`src/rtl/pipe_sched_if.sv`:
```
// Handshake and pipeline-side bundle for pipe_sched. The slave modport is the
// scheduler; the master modport is whatever drives operands, the pipeline model and the consumer.
interface pipe_sched_if #(
  parameter int LANES = 4
);
  localparam int LW = $clog2(LANES);

  logic          in_valid;
  logic          in_ready;
  logic [7:0]    in_a;
  logic [7:0]    in_b;
  logic          in_afmt;
  logic          in_bfmt;
  logic [LW-1:0] in_lane;
  logic          in_first;
  logic          in_last;

  logic          pipe_en;
  logic [7:0]    pipe_a;
  logic [7:0]    pipe_b;
  logic [15:0]   pipe_c;
  logic          pipe_afmt;
  logic          pipe_bfmt;
  logic          pipe_save;
  logic [15:0]   pipe_result;
  logic          pipe_saveout;

  logic          out_valid;
  logic          out_ready;
  logic [15:0]   out_data;
  logic [LW-1:0] out_lane;
  logic          err;

  modport slave (
    input  in_valid, in_a, in_b, in_afmt, in_bfmt, in_lane, in_first, in_last,
    output in_ready,
    output pipe_en, pipe_a, pipe_b, pipe_c, pipe_afmt, pipe_bfmt, pipe_save,
    input  pipe_result, pipe_saveout,
    output out_valid, out_data, out_lane, err,
    input  out_ready
  );

  modport master (
    output in_valid, in_a, in_b, in_afmt, in_bfmt, in_lane, in_first, in_last,
    input  in_ready,
    input  pipe_en, pipe_a, pipe_b, pipe_c, pipe_afmt, pipe_bfmt, pipe_save,
    output pipe_result, pipe_saveout,
    input  out_valid, out_data, out_lane, err,
    output out_ready
  );
endinterface

```
`src/rtl/pipe_sched.sv`:
```
// Issue controller for the FP8 MAC pipeline: per-lane accumulators fed back as C,
// RAW hazard stall across LAT cycles, and a single-entry result slot.

module pipe_sched_acc (
  input  logic        clk,
  input  logic        rst,
  input  logic        wr,
  input  logic [15:0] d,
  output logic [15:0] q
);
  always_ff @(posedge clk or posedge rst)
    if (rst)     q <= '0;
    else if (wr) q <= d;
endmodule

module pipe_sched #(
  parameter int LAT   = 4,
  parameter int LANES = 4
) (
  input logic       clk,
  input logic       rst,
  pipe_sched_if.slave bus
);
  localparam int LW = $clog2(LANES);

  logic                   accept, lane_hit, last_hit;
  logic [LAT-1:0]         vld_pipe, last_pipe;
  logic [LAT-1:0][LW-1:0] lane_pipe;
  logic [LANES-1:0][15:0] acc;
  logic                   wb, wb_last;
  logic [LW-1:0]          wb_lane;
  logic                   out_valid_q;

  assign wb      = vld_pipe[LAT-1];
  assign wb_last = last_pipe[LAT-1];
  assign wb_lane = lane_pipe[LAT-1];

  // The tail still blocks in its writeback cycle: no bypass from pipe_result to pipe_c.
  always_comb begin
    lane_hit = 1'b0;
    last_hit = 1'b0;
    for (int i = 0; i < LAT; i++) begin
      if (vld_pipe[i] && lane_pipe[i] == bus.in_lane) lane_hit = 1'b1;
      if (vld_pipe[i] && last_pipe[i])                last_hit = 1'b1;
    end
  end

  assign bus.in_ready  = !rst && !lane_hit && !(bus.in_last && (out_valid_q || last_hit));
  assign accept        = bus.in_valid && bus.in_ready;
  assign bus.out_valid = out_valid_q;

  always_ff @(posedge clk or posedge rst) begin
    if (rst) begin
      vld_pipe  <= '0;
      last_pipe <= '0;
      lane_pipe <= '0;
    end else begin
      vld_pipe[0]  <= accept;
      last_pipe[0] <= bus.in_last;
      lane_pipe[0] <= bus.in_lane;
      for (int i = 1; i < LAT; i++) begin
        vld_pipe[i]  <= vld_pipe[i-1];
        last_pipe[i] <= last_pipe[i-1];
        lane_pipe[i] <= lane_pipe[i-1];
      end
    end
  end

  always_ff @(posedge clk or posedge rst) begin
    if (rst) begin
      bus.pipe_en   <= 1'b0;
      bus.pipe_a    <= '0;
      bus.pipe_b    <= '0;
      bus.pipe_c    <= '0;
      bus.pipe_afmt <= 1'b0;
      bus.pipe_bfmt <= 1'b0;
      bus.pipe_save <= 1'b0;
    end else begin
      bus.pipe_en <= accept;
      if (accept) begin
        bus.pipe_a    <= bus.in_a;
        bus.pipe_b    <= bus.in_b;
        bus.pipe_c    <= bus.in_first ? 16'h0000 : acc[bus.in_lane];
        bus.pipe_afmt <= bus.in_afmt;
        bus.pipe_bfmt <= bus.in_bfmt;
        bus.pipe_save <= bus.in_last;
      end
    end
  end

  for (genvar l = 0; l < LANES; l++) begin : g_lane
    pipe_sched_acc u_acc (
      .clk (clk),
      .rst (rst),
      .wr  (wb && wb_lane == LW'(l)),
      .d   (bus.pipe_result),
      .q   (acc[l])
    );
  end

  // A last writeback never lands while the slot is full, so set wins over clear safely.
  always_ff @(posedge clk or posedge rst) begin
    if (rst) begin
      out_valid_q  <= 1'b0;
      bus.out_data <= '0;
      bus.out_lane <= '0;
      bus.err      <= 1'b0;
    end else begin
      if (wb && wb_last) begin
        out_valid_q  <= 1'b1;
        bus.out_data <= bus.pipe_result;
        bus.out_lane <= wb_lane;
      end else if (out_valid_q && bus.out_ready) begin
        out_valid_q <= 1'b0;
      end
      if (wb && (bus.pipe_saveout != wb_last)) bus.err <= 1'b1;
    end
  end
endmodule

```
`src/flat_wrapper.sv`:
```
// flat-port wrapper written by rule: the top's interface ports become plain ports
module pipe_sched_flat 
#(
  parameter int LAT   = 4,
  parameter int LANES = 4
)
  (clk, rst, bus_in_valid, bus_in_a, bus_in_b, bus_in_afmt, bus_in_bfmt, bus_in_lane, bus_in_first, bus_in_last, bus_in_ready, bus_pipe_en, bus_pipe_a, bus_pipe_b, bus_pipe_c, bus_pipe_afmt, bus_pipe_bfmt, bus_pipe_save, bus_pipe_result, bus_pipe_saveout, bus_out_valid, bus_out_data, bus_out_lane, bus_err, bus_out_ready);
  pipe_sched_if #(.LANES(LANES)) bus_i ();
  input logic clk;
  input logic rst;
  input wire logic [$bits(bus_i.in_valid)-1:0] bus_in_valid;
  input wire logic [$bits(bus_i.in_a)-1:0] bus_in_a;
  input wire logic [$bits(bus_i.in_b)-1:0] bus_in_b;
  input wire logic [$bits(bus_i.in_afmt)-1:0] bus_in_afmt;
  input wire logic [$bits(bus_i.in_bfmt)-1:0] bus_in_bfmt;
  input wire logic [$bits(bus_i.in_lane)-1:0] bus_in_lane;
  input wire logic [$bits(bus_i.in_first)-1:0] bus_in_first;
  input wire logic [$bits(bus_i.in_last)-1:0] bus_in_last;
  output wire logic [$bits(bus_i.in_ready)-1:0] bus_in_ready;
  output wire logic [$bits(bus_i.pipe_en)-1:0] bus_pipe_en;
  output wire logic [$bits(bus_i.pipe_a)-1:0] bus_pipe_a;
  output wire logic [$bits(bus_i.pipe_b)-1:0] bus_pipe_b;
  output wire logic [$bits(bus_i.pipe_c)-1:0] bus_pipe_c;
  output wire logic [$bits(bus_i.pipe_afmt)-1:0] bus_pipe_afmt;
  output wire logic [$bits(bus_i.pipe_bfmt)-1:0] bus_pipe_bfmt;
  output wire logic [$bits(bus_i.pipe_save)-1:0] bus_pipe_save;
  input wire logic [$bits(bus_i.pipe_result)-1:0] bus_pipe_result;
  input wire logic [$bits(bus_i.pipe_saveout)-1:0] bus_pipe_saveout;
  output wire logic [$bits(bus_i.out_valid)-1:0] bus_out_valid;
  output wire logic [$bits(bus_i.out_data)-1:0] bus_out_data;
  output wire logic [$bits(bus_i.out_lane)-1:0] bus_out_lane;
  output wire logic [$bits(bus_i.err)-1:0] bus_err;
  input wire logic [$bits(bus_i.out_ready)-1:0] bus_out_ready;
  assign bus_i.in_valid = bus_in_valid;
  assign bus_i.in_a = bus_in_a;
  assign bus_i.in_b = bus_in_b;
  assign bus_i.in_afmt = bus_in_afmt;
  assign bus_i.in_bfmt = bus_in_bfmt;
  assign bus_i.in_lane = bus_in_lane;
  assign bus_i.in_first = bus_in_first;
  assign bus_i.in_last = bus_in_last;
  assign bus_in_ready = bus_i.in_ready;
  assign bus_pipe_en = bus_i.pipe_en;
  assign bus_pipe_a = bus_i.pipe_a;
  assign bus_pipe_b = bus_i.pipe_b;
  assign bus_pipe_c = bus_i.pipe_c;
  assign bus_pipe_afmt = bus_i.pipe_afmt;
  assign bus_pipe_bfmt = bus_i.pipe_bfmt;
  assign bus_pipe_save = bus_i.pipe_save;
  assign bus_i.pipe_result = bus_pipe_result;
  assign bus_i.pipe_saveout = bus_pipe_saveout;
  assign bus_out_valid = bus_i.out_valid;
  assign bus_out_data = bus_i.out_data;
  assign bus_out_lane = bus_i.out_lane;
  assign bus_err = bus_i.err;
  assign bus_i.out_ready = bus_out_ready;
  pipe_sched #(.LAT(LAT), .LANES(LANES)) u_core (.clk(clk), .rst(rst), .bus(bus_i));
endmodule
```
`config.mk`:
```
export PLATFORM = sky130hd
export DESIGN_NAME = pipe_sched_flat
export DESIGN_NICKNAME = d
export VERILOG_FILES = /design/src/rtl/pipe_sched_if.sv /design/src/rtl/pipe_sched.sv /design/src/flat_wrapper.sv
export SDC_FILE = /design/constraint.sdc
export NUM_CORES = 1
export LEC_CHECK = 0
export BUFFER_PORTS_ARGS = -buffer_cell sky130_fd_sc_hd__buf_2
export CAP_MARGIN = 15
export CORE_MARGIN = 3
export CORE_UTILIZATION = 55
export DETAILED_ROUTE_END_ITERATION = 12
export GPL_TIMING_DRIVEN = 0
export HOLD_SLACK_MARGIN = 0.12
export PLACE_DENSITY = 0.75
export SETUP_SLACK_MARGIN = 0.4
export SYNTH_ARGS = -nofsm -noshare
export SYNTH_HDL_FRONTEND = slang
export SYNTH_HIERARCHICAL = 1
export SYNTH_SLANG_ARGS = --single-unit
```
`constraint.sdc`:
```
create_clock -name clk -period 2.6 [get_ports clk]
set_input_delay 0.13 -clock clk [delete_from_list [all_inputs] [get_ports clk]]
set_output_delay 0.13 -clock clk [all_outputs]
set_load 0.05 [all_outputs]
```
# Word level (Yosys, flattened, before mapping)

Cells that the tools add are included.

Order comparisons: 1
Eq/ne operators: 8
Reductions and logical operators: 24
Muxes and demuxes: 13

Operator list:

| cell                                                                         | number |
|---|---|
| 16-bit binary-select mux with 2-bit select                                   | 1 |
| 16-bit two-way mux                                                           | 2 |
| 1-bit logical AND                                                            | 18 |
| 1-bit two-way mux                                                            | 10 |
| 2-bit == test                                                                | 4 |
| 2-bit == test, second input constant                                         | 2 |
| 1-bit zero test                                                              | 3 |
| 2-bit by 3-bit less-than comparator with 1-bit output, second input constant | 1 |
| 2-bit by 1-bit == test with 1-bit output, second input constant              | 1 |
| 2-bit zero test                                                              | 1 |
| 2-bit nonzero test                                                           | 1 |
| 1-bit logical OR                                                             | 1 |
| 1-bit != test                                                                | 1 |

Bits of input ports: 43
Output and inout port bits: 57
Bits in registers: 136
Word-level logic and storage cells: 67

# Longest topological paths before layout

Word-level depth: 10
Mapped depth: 7
Gate-level depth less buffers: 5

# By module

The synthesis kept the hierarchy.

Modules (own cells, without submodules):

| module         | cells an instance | area an instance (um^2) | instances | seq. area each (um^2) |
|---|---|---|---|---|
| pipe_sched     | 197               | 3280.6                  | 1         | 1776.7 |
| pipe_sched_acc | 35                | 653.1                   | 4         | 400.4 |

# Least setup slack after synthesis

Ideal clock, no wire load.

Kind: reg2out
Start: register u_core.vld_pipe[0]
End: output bus_in_ready
Setup slack: 521 ps
Required time: 2470 ps
Arrival time: 1949 ps
Buffers on the path: 0
Stages on the path, launching flop included: 5
Cells stage by stage: dfrtp_1 a22oi_1 nand3_1 a221o_2 nor2_1

Longest elaborated chain between the ends: 9
Elaborated cells on any way between the ends: 16
Those cells by class: 8 x mux; 8 x reduce/logical

RTL lines:

| element                          | RTL line           | text |
|---|---|---|
| start: declaration               | pipe_sched.sv:27   | `logic [LAT-1:0] vld_pipe, last_pipe;` |
| start signal: assignment         | pipe_sched.sv:58   | `vld_pipe[0] <= accept;` |
| start signal: indexed assignment | pipe_sched.sv:62   | `vld_pipe[i] <= vld_pipe[i-1];` |
| 1-bit logical AND                | pipe_sched.sv:44   | `if (vld_pipe[i] && last_pipe[i]) last_hit = 1'b1;` |
| 1-bit two-way mux (4 in series)  | pipe_sched.sv:44   |  |
| 1-bit logical OR                 | pipe_sched.sv:48   | `assign bus.in_ready = !rst && !lane_hit && !(bus.in_last && (out_valid_q \|\| last_hit));` |
| 1-bit logical AND                | pipe_sched.sv:48   |  |
| 1-bit zero test                  | pipe_sched.sv:48   |  |
| 1-bit logical AND *              | pipe_sched.sv:48   |  |
| end: declaration                 | flat_wrapper.sv:19 | `output wire logic [$bits(bus_i.in_ready)-1:0] bus_in_ready;` |

Every way passes the cells marked *; elsewhere a longest branch is shown, timed or not.

# Worst setup path in the final report

Same ends and word-level chain as after synthesis.

==> summary.txt <==
Synth
  – Combinational family with the most area after synthesis: multiplexers
  – Most frequent cells after synthesis: dfrtp_1, mux2_4, mux2_2, nor2b_1, mux4_2
  – Warnings, synthesis: 6
  – Cell taking the most area after synthesis: dfrtp_1
  – Mapped Area: between 5000 and 6000 sq um
  – Synth top area share: between 50% and 60%
  – Multiplexer share of the synthesized area: 33.2%
  – Seq cells post-synth: approximately 140
  – Area contributors post-synth: dfrtp_1, mux2_4, mux2_2
  – Top FF cell, synth: dfrtp_1
  – Yosys cell types: 28
  – EDFF count, synth: 0
  – Most common cell in the netlist: dfrtp_1
  – Post-Synth XOR/XNOR Area: approximately 1.3%
  – Synth Area in Compound Gates: less than 1%
  – Area share of fa/ha/maj cells after synthesis: 0%
  – FFs w/ async S/R, synth: 100%
  – Post-Syn Nets: between 300 and 400
  – Avg Cell Area, Syn: approximately 17 sq um
  – Register area share after synthesis: a little under three fifths
  – Synth Area in Simple Gates: 3.16%
  – Cell count after synthesis: ~340

Placement
  – Cell total after placement: about 570
  – I/O Buffers: 99
  – Gp weighted congestion: between 0.7 and 0.8
  – Dpl hpwl: 7760 microns

Detailed routing
  – Iter 0 DRT Violations: approximately 160
  – Remaining DRCs: 0
  – WL final: around 12000 microns
  – Drt pass-1 iters: 4
  – Vias: 3409
  – Antenna Nets Post-Route: 0
  – Wire length per cell: 19.2 microns
  – Vias per cell: between 5 and 6

Min path
  – Worst hold path class: input port to flip-flop

Cells and area
  – Layout cells sized above 1: between 50% and 60%
  – Layout Nets: around 540
  – Finished Core Util: 72.7%
  – Layout fillers: approximately 670
  – Diode count: 0
  – Fin cells: about 650
  – Area grow syn2layout: 28.0%

Timing
  – Worst slew margin relative to its limit: 42.3%
  – Max Slew Vio Count: 0
  – RSZ-0062 raised after global routing: no
  – Final setup TNS: 0 ps
  – Period minus WS final: 2130 ps
  – Post-Route Skew: approximately 6.3 ps
  – Final period utilization: around four fifths
  – Max Fclk: roughly 470 MHz
  – Final hold violation count: 0
  – Setup-failing EPs final: 0
  – Slew @ Worst Pin: 865 ps

Worst setup path
  – Worst-path fanout max: 4
  – Crit path largest cell delay: about 430 ps
  – Critical path arrival: ~2000 ps
  – Setup CP Type: flip-flop to output pin
  – Kind of cell adding the most delay to the critical path: compound AO/OA/AOI/OAI gates
  – CP Launch Type: flip-flop
  – CP max-delay cell: dfrtp_1
  – Crit-path cells: a22oi_1 -> nand3_1 -> a221o_2 -> nor2_1 -> clkbuf_4
  – CP Capture Type: output pin
  – Crit path required time: between 2000 and 2500 ps
  – Worst Path Buf+Inv: 1

Global routing
  – Gr ovfl total: 0
  – Vias in the first global route: approximately 3800
  – GRT Resource Usage Total: ~23%
  – Largest net degree at the start of global routing: 72
  – First-pass GRT wire length: ~20000 microns
  – Initial antenna violation count: 0

Die
  – Ports: 100
  – Row cnt: 37
  – Die area: approximately 12000 sq um
  – Die Span Y: 110 microns
  – Die W: 110 microns
  – Core Area: approximately 10000 sq um
  – Initial Utilization: approximately 57%

Clock network
  – Root Buffer: clkbuf_8
  – CTS clk-pin slew, worst paths: roughly 60 ps
  – Clk sinks: between 100 and 150
  – Worst-skew pair later-pin latency: 520 ps
  – CTS Buffer Depth: 2
  – CTS buffer count: 17
  – CTS tree: done
  – H-Tree Depth: 4

Power and ir drop
  – Sequential Power Share: roughly 39%
  – PD cells: 1030 nW/um^2
  – Worst vdd ir: between 0.0005 and 0.0006 V
  – Total Power: 0.00781 W
  – Comb pwr share: between 30% and 40%
  – Switching part of the total: between 30% and 40%
  – Clk pwr share: 29.3%
  – Leakage power: about 3.6 nW
  – P_sw: about 0.0026 W
  – Total internal power: ~0.0052 W

Flow run
  – Max cap viols: 0

Outcome
  – Status: finished, final reports clean
kinds of logic (layout without fill, tap and decap cells):
family | count (synthesis) | count (layout)
buffers and inverters | 24 | 196
XOR/XNOR | 9 | 9
multiplexers | 133 | 133
AO/OA/AOI/OAI | 6 | 6
flip-flops | 135 | 135
AND/OR/NAND/NOR | 30 | 30
registers in the layout (all words and copies together) (netlist names):
name / count
u_core/bus.err: 1
u_core/bus.out_data: 16
u_core/bus.out_lane: 2
u_core/bus.out_valid: 1
u_core/bus.pipe_a: 8
u_core/bus.pipe_afmt: 1
u_core/bus.pipe_b: 8
u_core/bus.pipe_bfmt: 1
u_core/bus.pipe_c: 16
u_core/bus.pipe_save: 1
u_core/g_lane.u_acc/q: 64
u_core/lane_pipe: 6
u_core/last_pipe: 4
u_core/vld_pipe: 4
u_core/wb_lane: 2
path summary, 6_finish.rpt:
| kind | cells after the start | slack [ps] | endpoint | startpoint |
|---|---|---|---|---|
| min in group asynchronous | 3 | 350 | u_core/g_lane[0].u_acc/q[3] | rst |
| min reg2reg | 0 | 380 | u_core/last_pipe[2] | u_core/last_pipe[1] |
| max in group asynchronous | 3 | 1630 | u_core/bus.pipe_c[7] | rst |
| min | 4 | 180 | u_core/vld_pipe[0] | bus_in_valid |
| max | 5 | 470 | bus_in_ready | u_core/vld_pipe[0] |
| max reg2reg | 4 | 550 | u_core/bus.out_data[6] | u_core/vld_pipe[3] |
power by group through the flow:
| stage | Combinational, W | Clock (W) | Sequential, W |
|---|---|---|---|
| finish | 0.00250 | 0.00229 | 0.00302 |
| CTS | 0.00252 | 0.00234 | 0.00302 |
| floorplan | 0.00104 | 0 | 0.00389 |
| global route | 0.00263 | 0.00244 | 0.00309 |
| detailed placement | 0.00245 | 0 | 0.00303 |
| global placement | 0.00241 | 0 | 0.00299 |
area by class of cell:
type / count / area (sq um) / share of cell area (%)
sequential: 135 / 3380 / 44.8
multi-input combinational: 178 / 2270 / 30.1
timing repair buffer: 140 / 908 / 12.0
clock buffer: 24 / 470 / 6.24
buffer: 18 / 226 / 3.00
tap: 136 / 170 / 2.26
clock inverter: 8 / 96.3 / 1.28
inverter: 6 / 25.0 / 0.332
layout by cell type (no fill, tap or decap), types with 2 or more instances in the layout:
cell	Yosys	routed
and3_1	2	2
buf_12	7	7
buf_2	2	101
buf_6	5	5
bufinv_16	0	2
clkbuf_1	2	6
clkbuf_16	0	16
clkbuf_8	0	4
clkinv_2	0	4
dfrtp_1	135	135
dlygate4sd3_1	0	41
inv_1	6	5
mux2_2	48	48
mux2_4	69	69
mux4_1	6	6
mux4_2	10	10
nand2_1	3	3
nand3_1	3	3
nor2_1	3	3
nor2b_1	16	16
xnor2_1	6	6
xor2_1	3	3
per-stage QoR:
stage,instance area (sq um),hold WS [ps],worst slack [ps]
after floorplan,5890,43.7,521
after global placement,6560,283,-237
after detailed placement,6560,290,288
after CTS,7540,153,419
after global routing,7540,173,371
final,7540,179,469
worst min-delay path, stage by stage:
cell	delay [ps]
buf_2	100
nand3_1	170
nor2_8	100
buf_12	160
per-layer routing:
layer | global-route usage (%) | up-vias | wire (microns)
met3 | 5.40 | 17 | 609
met5 | 0 | - | 0
li1 | - | 1523 | -
met2 | 37.5 | 96 | 6140
met1 | 29.9 | 1773 | 5470
met4 | 6.95 | 0 | 175
timing repair:
item                                   4_1_cts  5_1_grt
hold buffers                                41        0
pin swaps                                    0        0
gates resized for setup                      1        1
buffers inserted                             0        0
endpoints found under the hold margin      245        0
setup endpoints to repair                    9        1
Note: power is estimated with default switching activity, not from simulation.
